**src/rtl/inst_assembler_pkg.sv**
```systemverilog
// -----------------------------------------------------------------------------
// inst_assembler_pkg
// Shared definitions for the instruction assembler: default byte/address
// widths, the instruction length classes, the position of the opcode class
// field, the assembler state encodings and the opcode-to-length decoder.
// No ports (package).
// -----------------------------------------------------------------------------
package inst_assembler_pkg;

  localparam int DATA_W_DEF   = 8;
  localparam int ADDR_W_DEF   = 12;
  localparam int OPC_CLASS_HI = 7;
  localparam int OPC_CLASS_LO = 6;

  // LEN_0 only ever appears in the output register straight out of reset.
  typedef enum logic [1:0] {
    LEN_0 = 2'd0,
    LEN_1 = 2'd1,
    LEN_2 = 2'd2,
    LEN_3 = 2'd3
  } len_e;

  typedef enum logic [1:0] {
    S_OPC = 2'd0,
    S_OP1 = 2'd1,
    S_OP2 = 2'd2
  } state_e;

  // The top two opcode bits select the instruction length: 11 carries a
  // 12-bit jump target in two extra bytes, 10 carries a one-byte immediate,
  // everything else stands alone.
  function automatic len_e inst_len_f(input logic [7:0] opcode);
    case (opcode[OPC_CLASS_HI:OPC_CLASS_LO])
      2'b11:   return LEN_3;
      2'b10:   return LEN_2;
      default: return LEN_1;
    endcase
  endfunction

endpackage

```
**src/rtl/inst_assembler_out_reg.sv**
```systemverilog
// -----------------------------------------------------------------------------
// inst_out_reg
// Valid/ready holding register for one assembled instruction.
// Ports:
//   clk        - system clock, rising edge
//   reset      - synchronous active-high reset, clears valid and all fields
//   load_i     - a completed instruction is presented this cycle
//   consume_i  - downstream accepts the held instruction this cycle
//   flush_i    - redirect; drops any held instruction
//   opcode_i, operand_i, len_i, pc_i - fields of the instruction to load
//   vld_o      - held instruction valid
//   opcode_o, operand_o, len_o, pc_o - held instruction fields
// -----------------------------------------------------------------------------
module inst_out_reg
  import inst_assembler_pkg::*;
#(
  parameter int DATA_W = DATA_W_DEF,
  parameter int ADDR_W = ADDR_W_DEF
) (
  input  logic                clk,
  input  logic                reset,
  input  logic                load_i,
  input  logic                consume_i,
  input  logic                flush_i,
  input  logic [DATA_W-1:0]   opcode_i,
  input  logic [2*DATA_W-1:0] operand_i,
  input  logic [1:0]          len_i,
  input  logic [ADDR_W-1:0]   pc_i,
  output logic                vld_o,
  output logic [DATA_W-1:0]   opcode_o,
  output logic [2*DATA_W-1:0] operand_o,
  output logic [1:0]          len_o,
  output logic [ADDR_W-1:0]   pc_o
);

  logic                vld_q;
  logic [DATA_W-1:0]   opcode_q;
  logic [2*DATA_W-1:0] operand_q;
  logic [1:0]          len_q;
  logic [ADDR_W-1:0]   pc_q;

  // Flush beats everything. A load wins over a consume so that a new
  // instruction can replace the one being taken with no empty cycle between
  // them. The fields are only written on a load, which keeps them stable
  // while the instruction waits for the consumer.
  always_ff @(posedge clk) begin
    if (reset) begin
      vld_q     <= 1'b0;
      opcode_q  <= '0;
      operand_q <= '0;
      len_q     <= LEN_0;
      pc_q      <= '0;
    end else if (flush_i) begin
      vld_q <= 1'b0;
    end else if (load_i) begin
      vld_q     <= 1'b1;
      opcode_q  <= opcode_i;
      operand_q <= operand_i;
      len_q     <= len_i;
      pc_q      <= pc_i;
    end else if (consume_i) begin
      vld_q <= 1'b0;
    end
  end

  assign vld_o     = vld_q;
  assign opcode_o  = opcode_q;
  assign operand_o = operand_q;
  assign len_o     = len_q;
  assign pc_o      = pc_q;

endmodule

```
**src/rtl/inst_assembler.sv**
```systemverilog
// -----------------------------------------------------------------------------
// inst_assembler
// Collects the fetched instruction byte stream into complete 1-, 2- or 3-byte
// instructions and hands each one to decode as a single registered word.
// Ports:
//   clk          - system clock, rising edge
//   reset        - synchronous active-high reset
//   byte_vld     - fetch stage presents a byte this cycle
//   byte_i       - instruction byte
//   byte_pc      - address of byte_i
//   flush        - branch/return redirect, discards partial and held work
//   inst_rdy     - decode takes the held instruction this cycle
//   inst_vld     - assembled instruction valid
//   inst_opcode  - first byte of the instruction
//   inst_operand - {byte3, byte2}, absent bytes read as zero
//   inst_len     - instruction length in bytes (1..3)
//   inst_pc      - address of the opcode byte
//   fetch_hold   - asks the control unit to stall fetch
//   proto_err    - sticky: fetch sent a byte while fetch_hold was high
// -----------------------------------------------------------------------------
module inst_assembler
  import inst_assembler_pkg::*;
#(
  parameter int DATA_W = DATA_W_DEF,
  parameter int ADDR_W = ADDR_W_DEF
) (
  input  logic                clk,
  input  logic                reset,
  input  logic                byte_vld,
  input  logic [DATA_W-1:0]   byte_i,
  input  logic [ADDR_W-1:0]   byte_pc,
  input  logic                flush,
  input  logic                inst_rdy,
  output logic                inst_vld,
  output logic [DATA_W-1:0]   inst_opcode,
  output logic [2*DATA_W-1:0] inst_operand,
  output logic [1:0]          inst_len,
  output logic [ADDR_W-1:0]   inst_pc,
  output logic                fetch_hold,
  output logic                proto_err
);

  state_e              state_q;
  logic [DATA_W-1:0]   opcode_q;
  logic [DATA_W-1:0]   byte2_q;
  len_e                len_q;
  logic [ADDR_W-1:0]   pc_q;
  logic                protoErr_q;

  logic                acc;
  logic                cmplt;
  logic [DATA_W-1:0]   cmpOpcode;
  logic [2*DATA_W-1:0] cmpOperand;
  len_e                cmpLen;
  logic [ADDR_W-1:0]   cmpPc;

  // While a finished instruction is stuck waiting for decode, no new byte
  // may be taken, so a completion can never collide with a held result.
  assign fetch_hold = inst_vld && !inst_rdy;
  assign acc        = byte_vld && !fetch_hold && !flush;

  // Work out whether the byte being accepted finishes an instruction and, if
  // so, what the finished word looks like. Operand bytes that the length does
  // not cover are forced to zero here rather than relying on the capture
  // registers.
  always_comb begin
    cmplt      = 1'b0;
    cmpOpcode  = opcode_q;
    cmpOperand = '0;
    cmpLen     = len_q;
    cmpPc      = pc_q;
    case (state_q)
      S_OPC: begin
        if (acc && (inst_len_f(byte_i) == LEN_1)) begin
          cmplt     = 1'b1;
          cmpOpcode = byte_i;
          cmpLen    = LEN_1;
          cmpPc     = byte_pc;
        end
      end
      S_OP1: begin
        if (acc && (len_q == LEN_2)) begin
          cmplt      = 1'b1;
          cmpOperand = {{DATA_W{1'b0}}, byte_i};
        end
      end
      S_OP2: begin
        if (acc) begin
          cmplt      = 1'b1;
          cmpOperand = {byte_i, byte2_q};
        end
      end
      default: begin
        cmplt = 1'b0;
      end
    endcase
  end

  // Byte capture state machine. The opcode byte fixes the length and start
  // PC for the whole instruction; later bytes only fill the operand. A flush
  // simply returns to the opcode state, which makes any partial capture
  // irrelevant. proto_err records a byte that fetch pushed while being held
  // off; that byte is never accepted.
  always_ff @(posedge clk) begin
    if (reset) begin
      state_q    <= S_OPC;
      opcode_q   <= '0;
      byte2_q    <= '0;
      len_q      <= LEN_0;
      pc_q       <= '0;
      protoErr_q <= 1'b0;
    end else begin
      if (byte_vld && fetch_hold && !flush) begin
        protoErr_q <= 1'b1;
      end
      if (flush) begin
        state_q <= S_OPC;
      end else if (acc) begin
        case (state_q)
          S_OPC: begin
            opcode_q <= byte_i;
            pc_q     <= byte_pc;
            len_q    <= inst_len_f(byte_i);
            byte2_q  <= '0;
            if (inst_len_f(byte_i) != LEN_1) begin
              state_q <= S_OP1;
            end
          end
          S_OP1: begin
            byte2_q <= byte_i;
            state_q <= (len_q == LEN_3) ? S_OP2 : S_OPC;
          end
          S_OP2: begin
            state_q <= S_OPC;
          end
          default: begin
            state_q <= S_OPC;
          end
        endcase
      end
    end
  end

  assign proto_err = protoErr_q;

  inst_out_reg #(
    .DATA_W (DATA_W),
    .ADDR_W (ADDR_W)
  ) u_out_reg (
    .clk       (clk),
    .reset     (reset),
    .load_i    (cmplt),
    .consume_i (inst_rdy),
    .flush_i   (flush),
    .opcode_i  (cmpOpcode),
    .operand_i (cmpOperand),
    .len_i     (cmpLen),
    .pc_i      (cmpPc),
    .vld_o     (inst_vld),
    .opcode_o  (inst_opcode),
    .operand_o (inst_operand),
    .len_o     (inst_len),
    .pc_o      (inst_pc)
  );

endmodule
```
**config.mk**
```make
export PLATFORM = sky130hd
export DESIGN_NAME = inst_assembler
export DESIGN_NICKNAME = d
export VERILOG_FILES = /design/src/rtl/inst_assembler_pkg.sv /design/src/rtl/inst_assembler_out_reg.sv /design/src/rtl/inst_assembler.sv
export SDC_FILE = /design/constraint.sdc
export NUM_CORES = 1
export LEC_CHECK = 0
export BUFFER_PORTS_ARGS = -buffer_cell sky130_fd_sc_hd__buf_2
export CAP_MARGIN = 20
export CORE_MARGIN = 3
export CORE_UTILIZATION = 54
export CTS_CLUSTER_DIAMETER = 200
export CTS_CLUSTER_SIZE = 40
export DETAILED_ROUTE_END_ITERATION = 7
export PLACE_DENSITY = 0.91
export SLEW_MARGIN = 20
export SYNTH_ARGS = -nofsm -noshare
export SYNTH_HDL_FRONTEND = slang
export SYNTH_SLANG_ARGS = --single-unit
```
**constraint.sdc**
```tcl
create_clock -name clk -period 2.61 [get_ports clk]
set_input_delay 0.261 -clock clk [delete_from_list [all_inputs] [get_ports clk]]
set_output_delay 0.261 -clock clk [all_outputs]
set_load 0.05 [all_outputs]
```
==> metrics.log <==
INFO  metric buffer_ports.inserted = 65
INFO  metric tritoncts = done
INFO  metric power.density = 625.1 nW/um^2
INFO  metric clkTransAtPathRegs = 70 ps
INFO  metric globalRouteTotalUtil = 25.20%
INFO  metric number_of_max_capacitance_violations_reported = 0
INFO  metric yosys-mux-area-fraction = 6.617%
INFO  metric register_area = 1441 sq um
INFO  metric initial_antenna_violation_count = 0
INFO  metric ys.flop_type = dfxtp_1
INFO  metric synth_top_cells_by_count = dfxtp_1 (72), a21oi_1 (56), nand2_1 (40), a211oi_1 (19), mux2i_1 (19)
INFO  metric post-dp-hpwl = 5109 um
INFO  metric result_of_the_run = finished, final reports clean
INFO  metric synth_top_family_by_area = compound AO/OA/AOI/OAI gates
INFO  metric final.setup.tns = 0 ps
INFO  metric layout_worst_path_cycle_share = 83.77%
INFO  metric portion_of_total_power_attributed_to_combinational_logic = 12.9%
INFO  metric initial_core_utilization = 57.76%
INFO  metric worstSkewPairLatency = 340 ps
INFO  metric postRouteWirelength = 7655 um
INFO  metric cts.root.buffer_cell = clkbuf_8
INFO  metric vdd.ir_drop.worst = 0.0003944 V
INFO  metric crit_path_start_kind = register
INFO  metric switching_share = 27.56%
INFO  metric finalWorstPathRequiredPeriod = 2186 ps
INFO  metric via_count_of_the_first_global_routing_pass = 2673
INFO  metric worst_hold_path.num_cells = 3
INFO  metric cts_hold_repair.buffers = 0
INFO  metric areaGrowthSynthToFinish = 16.60%
INFO  metric synth_top_area_cell = dfxtp_1
INFO  metric netlist.area_leader.share = 47.35%
INFO  metric critical_path_arrival = 2440 ps
INFO  metric drc = 0
INFO  metric number_of_enable_flip_flop_cells_after_synthesis = 0
INFO  metric finalMaxSlewViolations = 0
INFO  metric io_pins = 66
INFO  metric seq_power_share = 52.0%
INFO  metric grt_setup_unrepaired = no
INFO  metric critPathRequiredTime = 2860 ps
INFO  metric p_switching = 611.6 uW
INFO  metric post-cts-setup-buffers = 0
INFO  metric ys_seq_elements = 72
INFO  metric dieHeight = 81.08 um
INFO  metric fmaxAchievable = 457.4 MHz
INFO  metric syn-cell-area = 3044 sq um
INFO  metric clkPwrFrac = 35.1%
INFO  metric syn_area_per_cell = 8.901 sq um
INFO  metric synth_simple_gate_area_share = 16.56%
INFO  metric design.die.area = 6574 sq um
INFO  metric detail_route.first_pass.iterations = 5
INFO  metric r2r_cells = 6
INFO  metric fin_worst_skew = 7.736 ps
INFO  metric max_slew.worst_pin.slew = 749.4 ps
INFO  metric routed_via_density = 5.951
INFO  metric synth_xor_xnor_area_share = 0%
INFO  metric ctsLongestPathBuffers = 2
INFO  metric synth_compound_gate_area_share = 22.15%
INFO  metric drt-wirelength-per-cell = 16.29 um
INFO  metric number_of_buffers_added_by_the_clock_tree_synthesis_step = 9
INFO  metric cellLeakagePower = 1.435 nW
INFO  metric cts_sinks = 72
INFO  metric critical_path_peak_fanout = 23
INFO  metric antenna_left = 0
INFO  metric netlist_top_cells_area = dfxtp_1 (47%), a21oi_1 (9.2%), mux2i_1 (6.2%)
INFO  metric final_layout_size_suffix_gt1_share = 24.25%
INFO  metric nNetsFinal = 425
INFO  metric worst_setup_path_end_kind = register
INFO  metric postSynth.asyncResetShare = 0%
INFO  metric synth_cell_type_count = 37
INFO  metric htree_levels = 3
INFO  metric globalplace.congestion = 0.9289
INFO  metric postSynthCellCount = 342
INFO  metric globalRoute.totalOverflow = 0
INFO  metric drtIter0Drc = 389
INFO  metric criticalPathCategory = reg2reg
INFO  metric power_report.internal_total = 1.607 mW
INFO  metric final_hold_viol_count = 0
INFO  metric class_of_the_most_critical_hold_timing_path = in2reg
INFO  metric yosysSeqAreaShare = 47.35%
INFO  metric yosysMostFrequentCell = dfxtp_1
INFO  metric multiInputGateArea = 1444 sq um
INFO  metric grt_start_max_net_pins = 50
INFO  metric worst_slew_margin_rel = 49.58%
INFO  metric diodes = 0
INFO  metric first_pass_grt_wire_length = 12810 um
INFO  metric fill_cells = 435
INFO  metric net_count_after_synthesis = 371
INFO  metric die_w = 81.08 um
INFO  metric finalHoldWorstSlack = 165.1 ps
INFO  metric synthesis.yosys.warnings = 0
INFO  metric rows = 26
INFO  metric synthAdderAreaFrac = 1.644%
INFO  metric fp.coreArea = 5270 sq um
INFO  metric route.vias.total = 2797
INFO  metric setup_violations = 0
-- stage by stage --
step | area, sq um | setup slack (ps) | power [mW] | utilization, % | cells
floorplan | 3044 | 711.7 | 1.380 | - | 342
global placement | 3372 | 415.7 | 1.451 | 63.98 | 455
detailed placement | 3372 | 267.5 | 1.460 | 63.98 | 455
CTS | 3545 | 256.1 | 2.219 | 67.26 | 470
global route | 3550 | 179.2 | 2.311 | 67.36 | 470
finish | 3550 | 423.7 | 2.219 | 67.36 | 470
-- logic make-up (layout without fill, tap and decap cells) --
family | Yosys count | count (layout)
fa+ha+maj | 4 | 4
simple gates | 99 | 99
flops | 72 | 72
buf+inv | 34 | 92
mux | 20 | 20
compound gates | 113 | 113
-- worst paths after layout --
kind,start,endpoint,slack (ps)
setup reg to reg,state_q[1],u_out_reg.pc_o[6],420
hold / removal,byte_pc[2],pc_q[2],170
setup / recovery,state_q[1],u_out_reg.pc_o[6],420
hold reg to reg,opcode_q[4],opcode_q[4],460
-- placed cells by master, fill, tap and decap left out, types with 4 or more instances in the layout --
master / instances
a211oi_1: 19
a21oi_1: 56
a22o_1: 8
a22oi_1: 8
buf_2: 65
buf_4: 9
clkbuf_8: 11
dfxtp_1: 72
ha_1: 4
mux2i_1: 19
nand2_1: 40
nand2b_1: 5
nand4_1: 18
nor2_1: 11
nor3_1: 7
o21ai_0: 14
o21ai_1: 4
-- critical path: stages, from the launching register on --
cell and delay (ps):
dfxtp_1 370, inv_1 100, ha_1 220, and3b_1 330
nor3_4 570, nor2_4 250, a211oi_1 260
-- timing repair --
| item | in CTS | in global routing |
|---|---|---|
| setup endpoints to repair | 0 | 23 |
| gates resized for setup | 0 | 1 |
| hold endpoints to repair | 0 | 0 |
-- metal layers --
layer / wire length (um) / up-vias / global-route usage (%)
met3: 546 / 13 / 4.324
met5: 0 / - / 0
met1: 3103 / 1326 / 31.70
met2: 3881 / 111 / 41.71
li1: - / 1347 / -
met4: 123 / 0 / 12.33
-- area by class of cell --
| type | count | share of cell area (%) |
|---|---|---|
| clock inverter | 3 | 0.4935 |
| clock buffer | 12 | 4.371 |
| multi-input combinational | 236 | 40.68 |
| timing repair buffer | 74 | 11.07 |
| tap | 70 | 2.467 |
| inverter | 3 | 0.3172 |
| sequential | 72 | 40.61 |
-- power by group through the flow --
stage | registers [mW] | clock network (mW) | logic, mW
6_report | 1.15 | 0.779 | 0.287
5_1_grt | 1.16 | 0.845 | 0.310
4_1_cts | 1.15 | 0.782 | 0.285
3_5_place_dp | 1.18 | 0 | 0.283
3_3_place_gp | 1.18 | 0 | 0.275
2_1_floorplan | 1.23 | 0 | 0.146
-- state kept, by name, indices dropped and copies added, names as in the netlist --
register             flops
u_out_reg.len_o          2
len_q                    2
state_q                  2
proto_err                1
u_out_reg.pc_o          12
opcode_q                 8
byte2_q                  8
u_out_reg.opcode_o       8
u_out_reg.operand_o     16
u_out_reg.vld_o          1
pc_q                    12
Note: power is estimated with default switching activity, not from simulation.
